--- src/rtl/axi_lite_read_arbiter_pkg.sv ---
// Shared types and constants for the AXI4-Lite read arbiter.
// The write-side arbiter reuses the response encodings.
package ArbConsts;

  typedef enum logic [2:0] {IDLE, ADDR, DATA, TIMEOUT, DRAIN} ArbState;

  localparam logic [1:0] RESP_OKAY   = 2'b00;
  localparam logic [1:0] RESP_SLVERR = 2'b10;

endpackage

--- src/rtl/axi_lite_read_arbiter_if.sv ---
// AXI4-Lite read channel bundle (AR + R).
// The master modport issues addresses and sinks data; the slave modport is the opposite side.
interface axi_lite_read_arbiter_if #(
  parameter int ADDR_W = 32,
  parameter int DATA_W = 32
);

  logic [ADDR_W-1:0] araddr;
  logic              arvalid;
  logic              arready;
  logic [DATA_W-1:0] rdata;
  logic [1:0]        rresp;
  logic              rvalid;
  logic              rready;

  modport master (
    output araddr, arvalid, rready,
    input  arready, rdata, rresp, rvalid
  );

  modport slave (
    input  araddr, arvalid, rready,
    output arready, rdata, rresp, rvalid
  );

endinterface

--- src/rtl/axi_lite_read_arbiter_rr_grant2.sv ---
// Combinational two-way round-robin pick.
// On a tie, the port that did not win last time is chosen.
module rr_grant2 (
  input  logic [1:0] req,
  input  logic       last,
  output logic       grant,
  output logic       grant_valid
);

  assign grant_valid = |req;
  assign grant       = (req == 2'b11) ? ~last : req[1];

endmodule

--- src/rtl/axi_lite_read_arbiter.sv ---
// Shares one AXI4-Lite read port between instruction fetch (port 0) and loads (port 1).
// It keeps one transaction in flight, and a watchdog answers SLVERR if the slave stalls read data.
module axi_lite_read_arbiter
  import ArbConsts::*;
#(
  parameter int ADDR_W         = 32,
  parameter int DATA_W         = 32,
  parameter int TIMEOUT_CYCLES = 256
) (
  input  logic                   clk,
  input  logic                   rst_n,
  axi_lite_read_arbiter_if.slave  s0_bus,
  axi_lite_read_arbiter_if.slave  s1_bus,
  axi_lite_read_arbiter_if.master m_bus
);

  localparam int CNT_W = (TIMEOUT_CYCLES > 0) ? $clog2(TIMEOUT_CYCLES + 1) : 1;
  localparam logic [CNT_W-1:0] CNT_LAST = CNT_W'(TIMEOUT_CYCLES - 1);

  ArbState           state_q, state_d;
  logic              last_grant_q, last_grant_d;
  logic [ADDR_W-1:0] m_araddr_q, m_araddr_d;
  logic [CNT_W-1:0]  cnt_q, cnt_d;
  logic              got_late_q, got_late_d;

  logic              rr_grant, rr_valid;
  logic [1:0]        s_arready, s_rvalid, s_rready;
  logic [DATA_W-1:0] s_rdata;
  logic [1:0]        s_rresp;
  logic              m_arvalid, m_rready;

  rr_grant2 u_rr_grant2 (
    .req         ({s1_bus.arvalid, s0_bus.arvalid}),
    .last        (last_grant_q),
    .grant       (rr_grant),
    .grant_valid (rr_valid)
  );

  assign s_rready = {s1_bus.rready, s0_bus.rready};

  always_ff @(posedge clk or negedge rst_n) begin
    if (!rst_n) begin
      state_q      <= IDLE;
      last_grant_q <= 1'b1;
      m_araddr_q   <= '0;
      cnt_q        <= '0;
      got_late_q   <= 1'b0;
    end else begin
      state_q      <= state_d;
      last_grant_q <= last_grant_d;
      m_araddr_q   <= m_araddr_d;
      cnt_q        <= cnt_d;
      got_late_q   <= got_late_d;
    end
  end

  // last_grant_q doubles as the owner of the outstanding transaction.
  always_comb begin
    state_d      = state_q;
    last_grant_d = last_grant_q;
    m_araddr_d   = m_araddr_q;
    cnt_d        = cnt_q;
    got_late_d   = got_late_q;
    s_arready    = '0;
    s_rvalid     = '0;
    s_rdata      = '0;
    s_rresp      = RESP_OKAY;
    m_arvalid    = 1'b0;
    m_rready     = 1'b0;
    unique case (state_q)
      IDLE: begin
        got_late_d = 1'b0;
        if (rr_valid) begin
          s_arready[rr_grant] = 1'b1;
          m_araddr_d          = rr_grant ? s1_bus.araddr : s0_bus.araddr;
          last_grant_d        = rr_grant;
          state_d             = ADDR;
        end
      end
      ADDR: begin
        m_arvalid = 1'b1;
        if (m_bus.arready) begin
          cnt_d   = '0;
          state_d = DATA;
        end
      end
      DATA: begin
        m_rready               = s_rready[last_grant_q];
        s_rvalid[last_grant_q] = m_bus.rvalid;
        s_rdata                = m_bus.rdata;
        s_rresp                = m_bus.rresp;
        if (m_bus.rvalid && s_rready[last_grant_q]) begin
          state_d = IDLE;
        end else if (TIMEOUT_CYCLES != 0 && !m_bus.rvalid) begin
          cnt_d = cnt_q + CNT_W'(1);
          if (cnt_q == CNT_LAST) state_d = TIMEOUT;
        end
      end
      TIMEOUT: begin
        // Keep absorbing so a late beat cannot wedge the slave.
        m_rready               = 1'b1;
        s_rvalid[last_grant_q] = 1'b1;
        s_rresp                = RESP_SLVERR;
        if (m_bus.rvalid) got_late_d = 1'b1;
        if (s_rready[last_grant_q]) state_d = (got_late_q || m_bus.rvalid) ? IDLE : DRAIN;
      end
      DRAIN: begin
        m_rready = 1'b1;
        if (m_bus.rvalid) state_d = IDLE;
      end
      default: state_d = IDLE;
    endcase
  end

  assign s0_bus.arready = s_arready[0];
  assign s1_bus.arready = s_arready[1];
  assign s0_bus.rvalid  = s_rvalid[0];
  assign s1_bus.rvalid  = s_rvalid[1];
  assign s0_bus.rdata   = (last_grant_q == 1'b0) ? s_rdata : '0;
  assign s1_bus.rdata   = (last_grant_q == 1'b1) ? s_rdata : '0;
  assign s0_bus.rresp   = (last_grant_q == 1'b0) ? s_rresp : RESP_OKAY;
  assign s1_bus.rresp   = (last_grant_q == 1'b1) ? s_rresp : RESP_OKAY;

  assign m_bus.araddr  = m_araddr_q;
  assign m_bus.arvalid = m_arvalid;
  assign m_bus.rready  = m_rready;

endmodule

--- src/flat_wrapper.sv ---
// flat-port wrapper written by rule: the top's interface ports become plain ports
module axi_lite_read_arbiter_flat import ArbConsts::*;
#(
  parameter int ADDR_W         = 32,
  parameter int DATA_W         = 32,
  parameter int TIMEOUT_CYCLES = 256
)
  (clk, rst_n, s0_bus_araddr, s0_bus_arvalid, s0_bus_rready, s0_bus_arready, s0_bus_rdata, s0_bus_rresp, s0_bus_rvalid, s1_bus_araddr, s1_bus_arvalid, s1_bus_rready, s1_bus_arready, s1_bus_rdata, s1_bus_rresp, s1_bus_rvalid, m_bus_araddr, m_bus_arvalid, m_bus_rready, m_bus_arready, m_bus_rdata, m_bus_rresp, m_bus_rvalid);
  axi_lite_read_arbiter_if #(.ADDR_W(ADDR_W), .DATA_W(DATA_W)) s0_bus_i ();
  axi_lite_read_arbiter_if #(.ADDR_W(ADDR_W), .DATA_W(DATA_W)) s1_bus_i ();
  axi_lite_read_arbiter_if #(.ADDR_W(ADDR_W), .DATA_W(DATA_W)) m_bus_i ();
  input  logic clk;
  input  logic rst_n;
  input wire logic [$bits(s0_bus_i.araddr)-1:0] s0_bus_araddr;
  input wire logic [$bits(s0_bus_i.arvalid)-1:0] s0_bus_arvalid;
  input wire logic [$bits(s0_bus_i.rready)-1:0] s0_bus_rready;
  output wire logic [$bits(s0_bus_i.arready)-1:0] s0_bus_arready;
  output wire logic [$bits(s0_bus_i.rdata)-1:0] s0_bus_rdata;
  output wire logic [$bits(s0_bus_i.rresp)-1:0] s0_bus_rresp;
  output wire logic [$bits(s0_bus_i.rvalid)-1:0] s0_bus_rvalid;
  input wire logic [$bits(s1_bus_i.araddr)-1:0] s1_bus_araddr;
  input wire logic [$bits(s1_bus_i.arvalid)-1:0] s1_bus_arvalid;
  input wire logic [$bits(s1_bus_i.rready)-1:0] s1_bus_rready;
  output wire logic [$bits(s1_bus_i.arready)-1:0] s1_bus_arready;
  output wire logic [$bits(s1_bus_i.rdata)-1:0] s1_bus_rdata;
  output wire logic [$bits(s1_bus_i.rresp)-1:0] s1_bus_rresp;
  output wire logic [$bits(s1_bus_i.rvalid)-1:0] s1_bus_rvalid;
  output wire logic [$bits(m_bus_i.araddr)-1:0] m_bus_araddr;
  output wire logic [$bits(m_bus_i.arvalid)-1:0] m_bus_arvalid;
  output wire logic [$bits(m_bus_i.rready)-1:0] m_bus_rready;
  input wire logic [$bits(m_bus_i.arready)-1:0] m_bus_arready;
  input wire logic [$bits(m_bus_i.rdata)-1:0] m_bus_rdata;
  input wire logic [$bits(m_bus_i.rresp)-1:0] m_bus_rresp;
  input wire logic [$bits(m_bus_i.rvalid)-1:0] m_bus_rvalid;
  assign s0_bus_i.araddr = s0_bus_araddr;
  assign s0_bus_i.arvalid = s0_bus_arvalid;
  assign s0_bus_i.rready = s0_bus_rready;
  assign s0_bus_arready = s0_bus_i.arready;
  assign s0_bus_rdata = s0_bus_i.rdata;
  assign s0_bus_rresp = s0_bus_i.rresp;
  assign s0_bus_rvalid = s0_bus_i.rvalid;
  assign s1_bus_i.araddr = s1_bus_araddr;
  assign s1_bus_i.arvalid = s1_bus_arvalid;
  assign s1_bus_i.rready = s1_bus_rready;
  assign s1_bus_arready = s1_bus_i.arready;
  assign s1_bus_rdata = s1_bus_i.rdata;
  assign s1_bus_rresp = s1_bus_i.rresp;
  assign s1_bus_rvalid = s1_bus_i.rvalid;
  assign m_bus_araddr = m_bus_i.araddr;
  assign m_bus_arvalid = m_bus_i.arvalid;
  assign m_bus_rready = m_bus_i.rready;
  assign m_bus_i.arready = m_bus_arready;
  assign m_bus_i.rdata = m_bus_rdata;
  assign m_bus_i.rresp = m_bus_rresp;
  assign m_bus_i.rvalid = m_bus_rvalid;
  axi_lite_read_arbiter #(.ADDR_W(ADDR_W), .DATA_W(DATA_W), .TIMEOUT_CYCLES(TIMEOUT_CYCLES)) u_core (.clk(clk), .rst_n(rst_n), .s0_bus(s0_bus_i), .s1_bus(s1_bus_i), .m_bus(m_bus_i));
endmodule
--- config.mk ---
export PLATFORM = sky130hd
export DESIGN_NAME = axi_lite_read_arbiter_flat
export DESIGN_NICKNAME = d
export VERILOG_FILES = /design/src/rtl/axi_lite_read_arbiter_pkg.sv /design/src/rtl/axi_lite_read_arbiter_if.sv /design/src/rtl/axi_lite_read_arbiter_rr_grant2.sv /design/src/rtl/axi_lite_read_arbiter.sv /design/src/flat_wrapper.sv
export SDC_FILE = /design/constraint.sdc
export NUM_CORES = 1
export LEC_CHECK = 0
export CAP_MARGIN = 20
export CORE_ASPECT_RATIO = 0.7
export CORE_MARGIN = 2
export CORE_UTILIZATION = 38
export CTS_BUF_LIST = sky130_fd_sc_hd__clkbuf_2 sky130_fd_sc_hd__clkbuf_4 sky130_fd_sc_hd__clkbuf_8
export CTS_CLUSTER_DIAMETER = 150
export DETAILED_ROUTE_END_ITERATION = 10
export GPL_TIMING_DRIVEN = 0
export HOLD_SLACK_MARGIN = 0.08
export PLACE_DENSITY = 0.88
export REMOVE_ABC_BUFFERS = 1
export SYNTH_ARGS = -nofsm -noshare
export SYNTH_HDL_FRONTEND = slang
export SYNTH_SLANG_ARGS = --single-unit
--- constraint.sdc ---
create_clock -name clk -period 6 [get_ports clk]
set_clock_uncertainty 0.1 [all_clocks]
set_input_delay 1.5 -clock clk [delete_from_list [all_inputs] [get_ports clk]]
set_output_delay 1.5 -clock clk [all_outputs]
set_load 0.01 [all_outputs]
## After elaboration in Yosys (flattened, before gate mapping)

Index checks and enable logic that the tools add are counted.

- Flip-flop bits (word level): 46
- Output and inout port bits: 106
- Word-level logic and storage cells: 74

- Add/sub/neg operators: 1
- Magnitude comparators: 4
- Equal/unequal tests: 15
- Mux-type cells: 34
- Bitwise operators: 2
- Reductions and logical operators: 13

Operators with widths:

| cell | number |
|---|---|
| two-way mux 32 bit | 4 |
| two-way mux 9 bit | 3 |
| two-way mux 3 bit | 8 |
| case mux 9 bit (2 select lines) | 1 |
| case mux 3 bit (5 select lines) | 1 |
| != test 2 bit (second input constant) | 5 |
| adder 9 x 1 -> 9 bit (second input constant) | 1 |
| equality test 9 x 8 -> 1 bit (second input constant) | 1 |
| two-way mux 2 bit | 4 |
| case mux 2 bit (2 select lines) | 2 |
| two-way mux 1 bit | 7 |
| equality test 3 x 2 -> 1 bit (second input constant) | 2 |
| AND reduction 6 bit | 1 |
| less-than comparator 1 x 2 -> 1 bit (second input constant) | 2 |
| != test 2 x 1 -> 1 bit (second input constant) | 2 |
| case mux 1 bit (2 select lines) | 2 |
| AND reduction 2 bit | 2 |
| AND reduction 4 bit | 1 |
| nonzero test 2 bit | 2 |
| OR reduction 2 bit | 2 |
| equality test 3 x 1 -> 1 bit (second input constant) | 1 |
| equality test 3 bit (second input constant) | 1 |
| logical AND 1 bit | 3 |
| zero test 3 bit | 1 |
| 8 further kinds | 10 |

## Depth between registers and ports, before layout

- Depth after elaboration: 8
- Mapped depth: 7
- Depth with buffers taken out: 7

## Cells and area by module

From an unflattened synthesis, not the netlist that was laid out.

- Cells, all modules: 306
- Area total of the unflattened synthesis: 2,738.9 um^2

By module, submodules not included:

| module | instances | cells an instance | area each (um^2) | seq. area each (um^2) |
|---|---|---|---|---|
| axi_lite_read_arbiter | 1 | 304 | 2,725.1 | 1,152.4 |
| rr_grant2 | 1 | 2 | 13.8 | 0.0 |

## Worst setup path after synthesis

OpenSTA, ideal clock, no wires.

- Path type: input port to output port
- Start point: in s1_bus_arvalid
- End point: out s0_bus_arready
- Data arrival time: 2.436 ns
- Setup slack: 1.964 ns
- Stages on the path: 3
- Path buffers: 1
- Path through: a21boi_1 > clkbuf_1 > nor2_1

- Cells in the longest elaborated chain, start to end: 8
- Elaborated cells on any way between the ends: 10
- Those cells by class: order compare (2); eq/ne (1); mux (5); reduce/logical (2)

RTL lines:

| item | line | source |
|---|---|---|
| start, declared | flat_wrapper.sv:22 | `input wire logic [$bits(s1_bus_i.arvalid)-1:0] s1_bus_arvalid;` |
| equality test 2 bit | axi_lite_read_arbiter_rr_grant2.sv:11 | `assign grant = (req == 2'b11) ? ~last : req[1];` |
| two-way mux 1 bit | axi_lite_read_arbiter_rr_grant2.sv:11 |  |
| less-than comparator 1 x 2 -> 1 bit (implied by the code) or >= comparator 1 bit (tied branches) | axi_lite_read_arbiter.sv:74 | `s_arready[rr_grant] = 1'b1;` |
| logical AND 1 bit (implied by the code) | axi_lite_read_arbiter.sv:74 |  |
| two-way mux 1 bit (implied by the code) | axi_lite_read_arbiter.sv:74 |  |
| demux 1 bit (select 1 bit) | n/a |  |
| two-way mux 2 bit (*) | axi_lite_read_arbiter.sv:73 | `if (rr_valid) begin` |
| two-way mux 2 bit (*) | axi_lite_read_arbiter.sv:70 | `unique case (state_q)` |
| end, declared | flat_wrapper.sv:17 | `output wire logic [$bits(s0_bus_i.arready)-1:0] s0_bus_arready;` |

Mark *: on every way between the ends. The rest lies on a longest branch, timed or not.

## Worst setup path after layout

- Start point: in s1_bus_arvalid
- End point: out s1_bus_arready

- Cells in the longest elaborated chain, start to end: 8
- Elaborated cells on any way between the ends: 10
- Those cells by class: order compare (2); eq/ne (1); mux (5); reduce/logical (2)

RTL lines:

| item | line | source |
|---|---|---|
| equality test 2 bit | axi_lite_read_arbiter_rr_grant2.sv:11 |  |
| two-way mux 1 bit | axi_lite_read_arbiter_rr_grant2.sv:11 |  |
| less-than comparator 1 x 2 -> 1 bit (implied by the code) or >= comparator 1 bit (tied branches) | axi_lite_read_arbiter.sv:74 |  |
| logical AND 1 bit (implied by the code) | axi_lite_read_arbiter.sv:74 |  |
| two-way mux 1 bit (implied by the code) | axi_lite_read_arbiter.sv:74 |  |
| demux 1 bit (select 1 bit) | n/a |  |
| two-way mux 2 bit (*) | axi_lite_read_arbiter.sv:73 |  |
| two-way mux 2 bit (*) | axi_lite_read_arbiter.sv:70 |  |
| end, declared | flat_wrapper.sv:24 | `output wire logic [$bits(s1_bus_i.arready)-1:0] s1_bus_arready;` |

Marks and branches as above.

==> impl_metrics.env <==
export IMPL_slew_limit_headroom_pct=28.6
export IMPL_p_per_area_mw_per_mm2=358
export IMPL_synthTopCellsByCount="67 x and3_1, 53 x o21ai_0, 45 x dfrtp_1"
export IMPL_endpoint="s1_bus_arready"
export IMPL_cts_resized=0
export IMPL_placed_cell_area_sq_mm=0.00504
export IMPL_outcome="completed"
export IMPL_routed_wl_mm=10.4
export IMPL_leakage_nw=2.25
export IMPL_synth_area_top_cells="dfrtp_1 39%, and3_1 15%, o21ai_0 9.3%"
export IMPL_ys_seq_elements=46
export IMPL_arrival_ns=3.77
export IMPL_grt_overflow_total=0
export IMPL_clkTransAtPathRegs_ns=0.08
export IMPL_peakVddDrop_mv=0.195
export IMPL_synth_seq_area_share_pct=40.3
export IMPL_finalCritPeriodShare_pct=89.5
export IMPL_die_w_um=108
export IMPL_rr_endpoint="u_core.m_bus.araddr[10]"
export IMPL_start_kind="input port"
export IMPL_cap_violations=0
export IMPL_cts_htree_levels=2
export IMPL_core_region_area_sq_mm=0.00729
export IMPL_synth_edf_count=0
export IMPL_wl_per_cell_um=17.2
export IMPL_cp_required_ns=4.40
export IMPL_dr_pass1_iters=4
export IMPL_cts_tree="yes"
export IMPL_synth_cell_types=41
export IMPL_holdCritPathClass="register to register"
export IMPL_die_y_um=76.6
export IMPL_io_buffer_count=211
export IMPL_critical_path_class="input port to output pin"
export IMPL_antenna_found_initial=0
export IMPL_rsz0062_at_grt="false"
export IMPL_cts_sinks=46
export IMPL_grt_first_pass_wirelength_mm=16.1
export IMPL_cp_max_fo=13
export IMPL_reg2regPathDepth=4
export IMPL_grt_start_max_net_pins=41
export IMPL_synth_ff_type="dfrtp_1"
export IMPL_antennaDiodeCount=0
export IMPL_place_hpwl_mm=7.81
export IMPL_grt_pass1_vias=3107
export IMPL_clockRootBuffer="clkbuf_8"
export IMPL_endpoint_kind="output pin"
export IMPL_hold_viol=0
export IMPL_start_util_pct=39.3
export IMPL_critical_path_startpoint="s1_bus_arvalid"
export IMPL_avgSynthCellArea_sq_um=9.03
export IMPL_fmaxAchievable_mhz=186
export IMPL_numCtsBuffers=5
export IMPL_fin_crit_ns=5.37
export IMPL_r2r_start="u_core.state_q[0]"
export IMPL_utilization_pct=70.6
export IMPL_vias=3228
export IMPL_worst_slew_pin_slew_ns=1.07
export IMPL_synth_async_sr_flop_share_pct=100
export IMPL_r2r_slack_ns=3.33
export IMPL_initialDrtViolationCount=188
export IMPL_avgViaCountPerCell=5.35
export IMPL_final_nets=614
export IMPL_post_cts_buffers=0
export IMPL_num_io_pins=212
export IMPL_clk_latency_ns=0.29
export IMPL_setup_viol=0
export IMPL_clk_path_buf_depth=2
export IMPL_area_growth_pct=79.8
export IMPL_fillerInstances=569
export IMPL_grt_usage_pct=24.1
export IMPL_drive_gt1_share_pct=3.56
export IMPL_yosysMostFrequentCell="and3_1"
export IMPL_antenna_left=0
export IMPL_yosysTopAreaCellShare_pct=39.4
export IMPL_drv_slew=0
export IMPL_die_area_sq_mm=0.00825
export IMPL_syn_area_sq_mm=0.00286
export IMPL_gp_congestion=0.865
export IMPL_rows=26
export IMPL_ys_warn_count=0
export IMPL_total_power_mw=1.84
export IMPL_holdBufCountCts=0
export IMPL_postSynthCellCount=317
export IMPL_yosysTopAreaCell="dfrtp_1"
export IMPL_stdcell_area_sq_mm=0.00515
export IMPL_drcViolationCount=0
-- logic make-up (layout without fill, tap and decap cells) --
family                   count (synthesis)  count (layout)  share of synthesized area [%]
AO/OA/AOI/OAI                           80              80                           17.1
adder cells (fa/ha/maj)                  2               2                          0.874
AND/OR/NAND/NOR                        123             123                           26.8
multiplexers                            26              26                           9.14
flip-flops                              46              46                           40.3
buffers and inverters                   40             228                           5.86
-- metal layers --
metal / vias to the layer above / wire length [um] / track usage, %
li1: 1560 / - / -
met1: 1585 / 4540 / 32.4
met2: 75 / 5300 / 41.4
met3: 8 / 429 / 3.59
met4: 0 / 96 / 4.74
met5: - / 0 / 0
-- flip-flops by register name, summed over array words and instances (netlist names) --
name and count:
u_core.last_grant_q 1, u_core.state_q 3, u_core.cnt_q 9, u_core.m_bus.araddr 32
u_core.got_late_q 1
-- layout make-up --
type	instances	area, sq um	share of cell area, %
Inverter	6	22.5	0.438
Multi-Input combinational cell	231	1560	30.3
Sequential cell	46	1150	22.4
Clock buffer	6	82.6	1.60
Timing Repair Buffer	216	2200	42.8
Tap cell	98	123	2.38
-- through the flow --
stage               worst slack [ns]  setup TNS, ns  hold slack (ns)  cells
finish                         0.628              0            0.406    603
global route                   0.538              0            0.429    603
CTS                            0.518              0            0.405    602
detailed placement             0.524              0            0.382    596
global placement               -1.65          -2.53            0.381    592
floorplan                      0.331              0            0.364    283
-- cells in the final DEF (no fill, tap or decap), types with 3 or more instances in the layout --
master / instances
dfrtp_1: 45
a21oi_1: 4
o21ai_0: 53
nor4b_1: 11
or4_1: 3
nor3_1: 4
mux2i_1: 25
nand3_1: 9
clkbuf_8: 6
nor2_1: 6
inv_1: 6
nand2_1: 9
and3_1: 67
clkdlybuf4s50_1: 210
a221o_1: 10
-- critical path, stage by stage --
cell             delay [ns]
clkdlybuf4s50_1        0.50
a21boi_4               0.49
and3b_1                0.61
clkdlybuf4s50_1        0.65
-- power by group --
group	switching, mW	leakage (nW)	total, mW	internal (mW)
registers	0.126	0.580	0.571	0.445
logic	0.497	1.62	1.08	0.584
clock network	0.102	0.0431	0.192	0.0892
total	0.726	2.25	1.84	1.12
-- worst min-delay path by stage --
stage | from | end | slack [ns] | cells after the start
2_1_floorplan | u_core.cnt_q[8] | u_core.cnt_q[8] | 0.36 | 2
3_3_place_gp | u_core.cnt_q[8] | u_core.cnt_q[8] | 0.38 | 2
3_5_place_dp | u_core.cnt_q[8] | u_core.cnt_q[8] | 0.38 | 2
4_1_cts | u_core.cnt_q[8] | u_core.cnt_q[8] | 0.41 | 2
5_1_grt | u_core.cnt_q[8] | u_core.cnt_q[8] | 0.43 | 2
6_report | u_core.cnt_q[8] | u_core.cnt_q[8] | 0.41 | 2
(Power assumes the default switching activity.)
